## src/rtl/apb_master_nslv_if.sv

```systemverilog
// APB bus between the master bridge and NUM_SLV slaves; psel is one-hot and
// prdata/pready/pslverr carry one slice or bit per slave.
interface apb_master_nslv_if #(
  parameter int AW      = 32,
  parameter int DW      = 32,
  parameter int NUM_SLV = 4
);
  logic [NUM_SLV-1:0]    psel;
  logic                  penable;
  logic                  pwrite;
  logic [AW-1:0]         paddr;
  logic [DW-1:0]         pwdata;
  logic [NUM_SLV*DW-1:0] prdata;
  logic [NUM_SLV-1:0]    pready;
  logic [NUM_SLV-1:0]    pslverr;

  modport master (
    output psel, penable, pwrite, paddr, pwdata,
    input  prdata, pready, pslverr
  );

  modport slave (
    input  psel, penable, pwrite, paddr, pwdata,
    output prdata, pready, pslverr
  );
endinterface

```

## src/rtl/apb_master_nslv.sv

```systemverilog
// APB master bridge to NUM_SLV slaves: accept -> SETUP -> ACCESS, done three cycles after accept at best.
// Stalls in ACCESS on pready (bounded by TIMEOUT); requests arriving while busy are dropped, not queued.
module apb_master_nslv #(
  parameter int AW      = 32,
  parameter int DW      = 32,
  parameter int NUM_SLV = 4,
  parameter int TIMEOUT = 16
) (
  input  logic              pclk,
  input  logic              presetn,
  input  logic              transfer,
  input  logic              read_write,
  input  logic [AW-1:0]     apb_write_paddr,
  input  logic [DW-1:0]     apb_write_data,
  input  logic [AW-1:0]     apb_read_paddr,
  output logic [DW-1:0]     apb_read_data_out,
  output logic              busy,
  output logic              done,
  output logic              err,
  apb_master_nslv_if.master apb
);
  localparam int SW = $clog2(NUM_SLV);
  localparam int TW = $clog2(TIMEOUT + 1);

  typedef enum logic [1:0] {IDLE, SETUP, ACCESS} state_t;

  state_t        state_q, state_d;
  logic          wr_q;
  logic [AW-1:0] addr_q;
  logic [DW-1:0] wdata_q;
  logic [TW-1:0] tcnt_q;
  logic [SW-1:0] sel;
  logic          sel_rdy;
  logic          sel_err;
  logic          tmo;
  logic          complete;
  logic          accept;
  logic [DW-1:0] prdata_arr [NUM_SLV];

  for (genvar i = 0; i < NUM_SLV; i++) begin : g_slice
    assign prdata_arr[i] = apb.prdata[i*DW +: DW];
  end

  // Slave index comes from the top address bits of the latched request.
  assign sel      = addr_q[AW-1 -: SW];
  assign sel_rdy  = apb.pready[sel];
  assign sel_err  = apb.pslverr[sel];
  assign tmo      = !sel_rdy && (tcnt_q == TW'(TIMEOUT - 1));
  assign complete = (state_q == ACCESS) && (sel_rdy || tmo);
  assign accept   = transfer && ((state_q == IDLE) || complete);

  always_ff @(posedge pclk or negedge presetn) begin
    if (!presetn) begin
      state_q <= IDLE;
    end else begin
      state_q <= state_d;
    end
  end

  always_comb begin
    state_d = state_q;
    unique case (state_q)
      IDLE:    if (transfer) state_d = SETUP;
      SETUP:   state_d = ACCESS;
      ACCESS:  if (complete) state_d = accept ? SETUP : IDLE;
      default: state_d = IDLE;
    endcase
  end

  always_comb begin
    busy        = (state_q != IDLE);
    apb.penable = (state_q == ACCESS);
    apb.psel    = '0;
    if (state_q != IDLE) apb.psel[sel] = 1'b1;
    apb.pwrite  = wr_q;
    apb.paddr   = addr_q;
    apb.pwdata  = wdata_q;
  end

  always_ff @(posedge pclk or negedge presetn) begin
    if (!presetn) begin
      wr_q              <= 1'b0;
      addr_q            <= '0;
      wdata_q           <= '0;
      tcnt_q            <= '0;
      done              <= 1'b0;
      err               <= 1'b0;
      apb_read_data_out <= '0;
    end else begin
      done <= complete;
      err  <= complete && (sel_err || tmo);
      if (accept) begin
        wr_q    <= !read_write;
        addr_q  <= read_write ? apb_read_paddr : apb_write_paddr;
        wdata_q <= apb_write_data;
      end
      // Counter is zeroed during SETUP so every ACCESS phase starts from 0.
      if (state_q == SETUP) begin
        tcnt_q <= '0;
      end else if ((state_q == ACCESS) && !sel_rdy) begin
        tcnt_q <= tcnt_q + TW'(1);
      end
      if (complete && !wr_q) begin
        apb_read_data_out <= sel_rdy ? prdata_arr[sel] : '0;
      end
    end
  end
endmodule
```

## src/flat_wrapper.sv

```systemverilog
// flat-port wrapper written by rule: the top's interface ports become plain ports
module apb_master_nslv_flat 
#(
  parameter int AW      = 32,
  parameter int DW      = 32,
  parameter int NUM_SLV = 4,
  parameter int TIMEOUT = 16
)
  (pclk, presetn, transfer, read_write, apb_write_paddr, apb_write_data, apb_read_paddr, apb_read_data_out, busy, done, err, apb_psel, apb_penable, apb_pwrite, apb_paddr, apb_pwdata, apb_prdata, apb_pready, apb_pslverr);
  apb_master_nslv_if #(.AW(AW), .DW(DW), .NUM_SLV(NUM_SLV)) apb_i ();
  input  logic pclk;
  input  logic presetn;
  input  logic transfer;
  input  logic read_write;
  input  logic [AW-1:0] apb_write_paddr;
  input  logic [DW-1:0] apb_write_data;
  input  logic [AW-1:0] apb_read_paddr;
  output logic [DW-1:0] apb_read_data_out;
  output logic busy;
  output logic done;
  output logic err;
  output wire logic [$bits(apb_i.psel)-1:0] apb_psel;
  output wire logic [$bits(apb_i.penable)-1:0] apb_penable;
  output wire logic [$bits(apb_i.pwrite)-1:0] apb_pwrite;
  output wire logic [$bits(apb_i.paddr)-1:0] apb_paddr;
  output wire logic [$bits(apb_i.pwdata)-1:0] apb_pwdata;
  input wire logic [$bits(apb_i.prdata)-1:0] apb_prdata;
  input wire logic [$bits(apb_i.pready)-1:0] apb_pready;
  input wire logic [$bits(apb_i.pslverr)-1:0] apb_pslverr;
  assign apb_psel = apb_i.psel;
  assign apb_penable = apb_i.penable;
  assign apb_pwrite = apb_i.pwrite;
  assign apb_paddr = apb_i.paddr;
  assign apb_pwdata = apb_i.pwdata;
  assign apb_i.prdata = apb_prdata;
  assign apb_i.pready = apb_pready;
  assign apb_i.pslverr = apb_pslverr;
  apb_master_nslv #(.AW(AW), .DW(DW), .NUM_SLV(NUM_SLV), .TIMEOUT(TIMEOUT)) u_core (.pclk(pclk), .presetn(presetn), .transfer(transfer), .read_write(read_write), .apb_write_paddr(apb_write_paddr), .apb_write_data(apb_write_data), .apb_read_paddr(apb_read_paddr), .apb_read_data_out(apb_read_data_out), .busy(busy), .done(done), .err(err), .apb(apb_i));
endmodule
```

## config.mk

```make
export PLATFORM = sky130hd
export DESIGN_NAME = apb_master_nslv_flat
export DESIGN_NICKNAME = d
export VERILOG_FILES = /design/src/rtl/apb_master_nslv_if.sv /design/src/rtl/apb_master_nslv.sv /design/src/flat_wrapper.sv
export SDC_FILE = /design/constraint.sdc
export NUM_CORES = 1
export LEC_CHECK = 0
export BUFFER_PORTS_ARGS = -buffer_cell sky130_fd_sc_hd__buf_2
export CAP_MARGIN = 20
export CORE_AREA = 2 2 131 133
export DETAILED_ROUTE_END_ITERATION = 16
export DIE_AREA = 0 0 133 135
export PLACE_DENSITY = 0.72
export REMOVE_ABC_BUFFERS = 1
export SLEW_MARGIN = 0
export SYNTH_ARGS = -nofsm -noshare
export SYNTH_HDL_FRONTEND = slang
export SYNTH_SLANG_ARGS = --single-unit
```

## constraint.sdc

```tcl
create_clock -name pclk -period 2.8 [get_ports pclk]
set_clock_uncertainty 0.1 [all_clocks]
set_input_delay 0.42 -clock pclk [delete_from_list [all_inputs] [get_ports pclk]]
set_output_delay 0.42 -clock pclk [all_outputs]
set_load 0.02 [all_outputs]
```

==> flow_summary.yaml <==
status:
  outcome: "completed"
placement:
  hpwl_um: 11500
  gp_congestion: 0.826
  place_inst: 922
  port_buffers: 340
floorplan:
  die-area_um2: 18000
  io_pins: 341
  chipWidth_um: 133
  start_util_pct: 31.7
  dieHeight_um: 135
  placeableCoreArea_um2: 16400
  rows: 47
layout:
  final_cell_count_no_fill: 939
  area_growth_pct: 41.8
  nets: 952
  antenna_cells: 0
  layout-drive-gt1-share_pct: 59.2
routing:
  ant_nets: 0
  wirelength_um: 14400
  drt_iter0_drc: 182
  dr.pass1.iters: 7
  vias: 4425
  remaining_drc_errors: 0
  routedWlPerCell_um: 15.3
  vias_per_cell: 4.71
power:
  pwr-share-comb_pct: 49.6
  intPower_mw: 4.47
  ir_worst_vdd_mv: 0.459
  power_frac_seq_pct: 34.4
  p_clk_share_pct: 16.0
  power_switching_share_pct: 41.3
  p_switching_mw: 3.15
  powerDensity_nw_per_um2: 1030
  p_leak_nw: 3.78
timing:
  finalSetupViolations: 0
  maxClockFrequency_mhz: 416
  rsz0062_at_grt: "no"
  slew-limit-headroom_pct: 54.5
  hold_viol: 0
  fin_hold_ws_ps: 178
  fin_crit_ps: 2410
  drv_slew: 0
  timing.final.crit_share_pct: 85.9
  tightest_slew_ps: 683
synthesis:
  synthXorXnorAreaFrac_pct: 0
  ys_ff_latch: 106
  synthMuxAreaShare_pct: 28.4
  synth_edf_count: 0
  yosys.area_share.simple_pct: 5.25
  async_flop_share_pct: 100
  synth_top_family_by_area: "multiplexers"
  synth_ff_type: "dfrtp_1"
  yosysWarnings: 0
  synth_cells: 389
  syn_area_um2: 5190
  syn_avg_cell_area_um2: 13.4
  ys_seq_area_share_pct: 51.1
  synth_adder_area_share_pct: 0.482
  ys_types: 37
  synth_compound_area_share_pct: 10.6
job:
  maxCapViolations: 0
clock_network:
  clkTransAtPathRegs_ps: 80
  clk_latency_ps: 350
  clk_path_buf_depth: 2
  cts.sinks: 106
  postCtsSetupBuffers: 0
  htreeDepth: 3
  cts_root_buffer: "clkbuf_16"
  cts_tree: "built"
  cts_inserted_buffers: 9
critical_path:
  reg2reg_slack_ps: 390
  start_kind: "flip-flop"
  ff2ff_path_depth: 6
  required_ps: 2940
  arrival_ps: 2540
  r2r_end: "u_core.apb.pwdata[17]"
  worstSetupPathType: "reg -> reg"
  end_kind: "flip-flop"
  crit_path_start: "u_core.tcnt_q[0]"
  worstReg2RegStart: "u_core.tcnt_q[0]"
  crit_fanout: 97
global_routing:
  overflow: 0
  grt_max_degree: 98
  grtUsageTotal_pct: 15.9
  antenna_found_initial: 0
  grt_pass1_wl_um: 22400
  first_global_vias: 4291
worst_hold_path:
  whs_endpoint: "u_core.apb.pwdata[29]"
  min-delay-start: "apb_write_data[29]"
  whs_path_depth: 2
  hp-class: "in -> reg"
state kept, by name, summed over array words and instances, names as in the netlist:
register,flops
u_core.apb.pwrite,1
u_core.done,1
u_core.apb.paddr,32
u_core.apb_read_data_out,32
u_core.tcnt_q,5
u_core.state_q,2
u_core.apb.pwdata,32
u_core.err,1
layout by cell type (no fill, tap or decap), types with 2 or more instances in the layout:
cell	n
a21oi_1	4
a22o_1	32
and3_1	3
buf_12	2
buf_2	339
buf_4	6
clkbuf_16	9
clkinv_4	2
dfrtp_1	104
dfrtp_2	2
ha_1	2
inv_1	6
inv_8	2
mux2_1	8
mux2_2	24
mux2i_1	35
mux4_2	34
nand2_1	37
nand3_1	5
nor2_1	4
nor2b_1	2
o21ai_0	34
o22ai_1	2
critical path, cell delays in order, from the launching register on:
cell	delay, ps
dfrtp_1	420
ha_1	230
and3_1	180
ha_1	260
o31ai_4	290
buf_12	350
mux2_2	390
layer usage:
metal	global-route usage, %	vias to the layer above	part of all wire (%)
li1	-	2119	-
met1	19.0	2053	38
met2	28.5	238	52
met3	4.17	15	9.0
met4	4.60	0	1.6
met5	0	-	0
power groups by stage:
| stage | sequential [mW] | clock, mW | combinational [mW] |
|---|---|---|---|
| floorplan | 3.66 | 0 | 1.46 |
| global placement | 2.63 | 0 | 3.78 |
| detailed placement | 2.66 | 0 | 3.84 |
| CTS | 2.63 | 1.27 | 3.84 |
| global route | 2.72 | 1.33 | 4.10 |
| finish | 2.62 | 1.22 | 3.78 |
final cells by class:
type                       count  area [um^2]
clock inverter                 7         61.3
tap                          220          275
inverter                       7         26.3
fill                        1522         9040
timing repair buffer         348         1790
sequential                   106         2660
clock buffer                   9          225
multi-input combinational    242         2330
synth_stat cells (2+ instances only):
library cell  instances  area share, %
a22o_1               32            5.4
nor3b_1               2           0.29
buf_1                 2           0.14
inv_1                 6           0.43
dfrtp_1             106             51
nand3_1               5           0.48
ha_1                  2           0.48
clkbuf_1             16            1.2
o22ai_1               2           0.24
nor2_1                4           0.29
a21oi_1               4           0.39
o21ai_0              34            3.3
mux2_1                8            1.7
buf_6                 6            1.3
mux2i_1              35            6.7
mux4_2               34             15
nand2_1              37            2.7
and3_1                3           0.36
nor2b_1               2           0.24
mux2_2               24            5.2
buf_2                 9           0.87
timing repair:
| item | 4_1_cts | 5_1_grt |
|---|---|---|
| gates resized for setup | 0 | 0 |
| hold endpoints to repair | 31 | 0 |
| hold buffers | 1 | 0 |
worst max path at each step:
stage	cells past startpoint	end	slack, ps
4_1_cts	6	u_core.apb.pwdata[26]	390
2_1_floorplan	3	u_core.apb.pwdata[0]	-2200
6_report	6	u_core.apb.pwdata[17]	390
3_5_place_dp	5	u_core.apb.pwdata[26]	380
5_1_grt	6	u_core.apb.pwdata[26]	280
3_3_place_gp	5	u_core.apb.pwdata[15]	420
kinds of logic (layout without fill, tap and decap cells):
kind of cell / Yosys count / in the layout
flip-flops: 106 / 106
buffers and inverters: 41 / 371
AND/OR/NAND/NOR: 60 / 60
adder cells (fa/ha/maj): 2 / 2
multiplexers: 101 / 101
AO/OA/AOI/OAI: 79 / 79
through the flow:
step	power [mW]	area (um^2)	setup slack (ps)	utilization [%]	TNS (ps)
3_3_place_gp	6.42	7070	418	43.1	0
4_1_cts	7.74	7370	392	44.9	0
6_report	7.62	7370	394	44.9	0
3_5_place_dp	6.50	7070	385	43.1	0
5_1_grt	8.15	7370	284	44.9	0
2_1_floorplan	5.12	5010	-2200	-	-199450
Note: power is estimated with default switching activity, not from simulation.
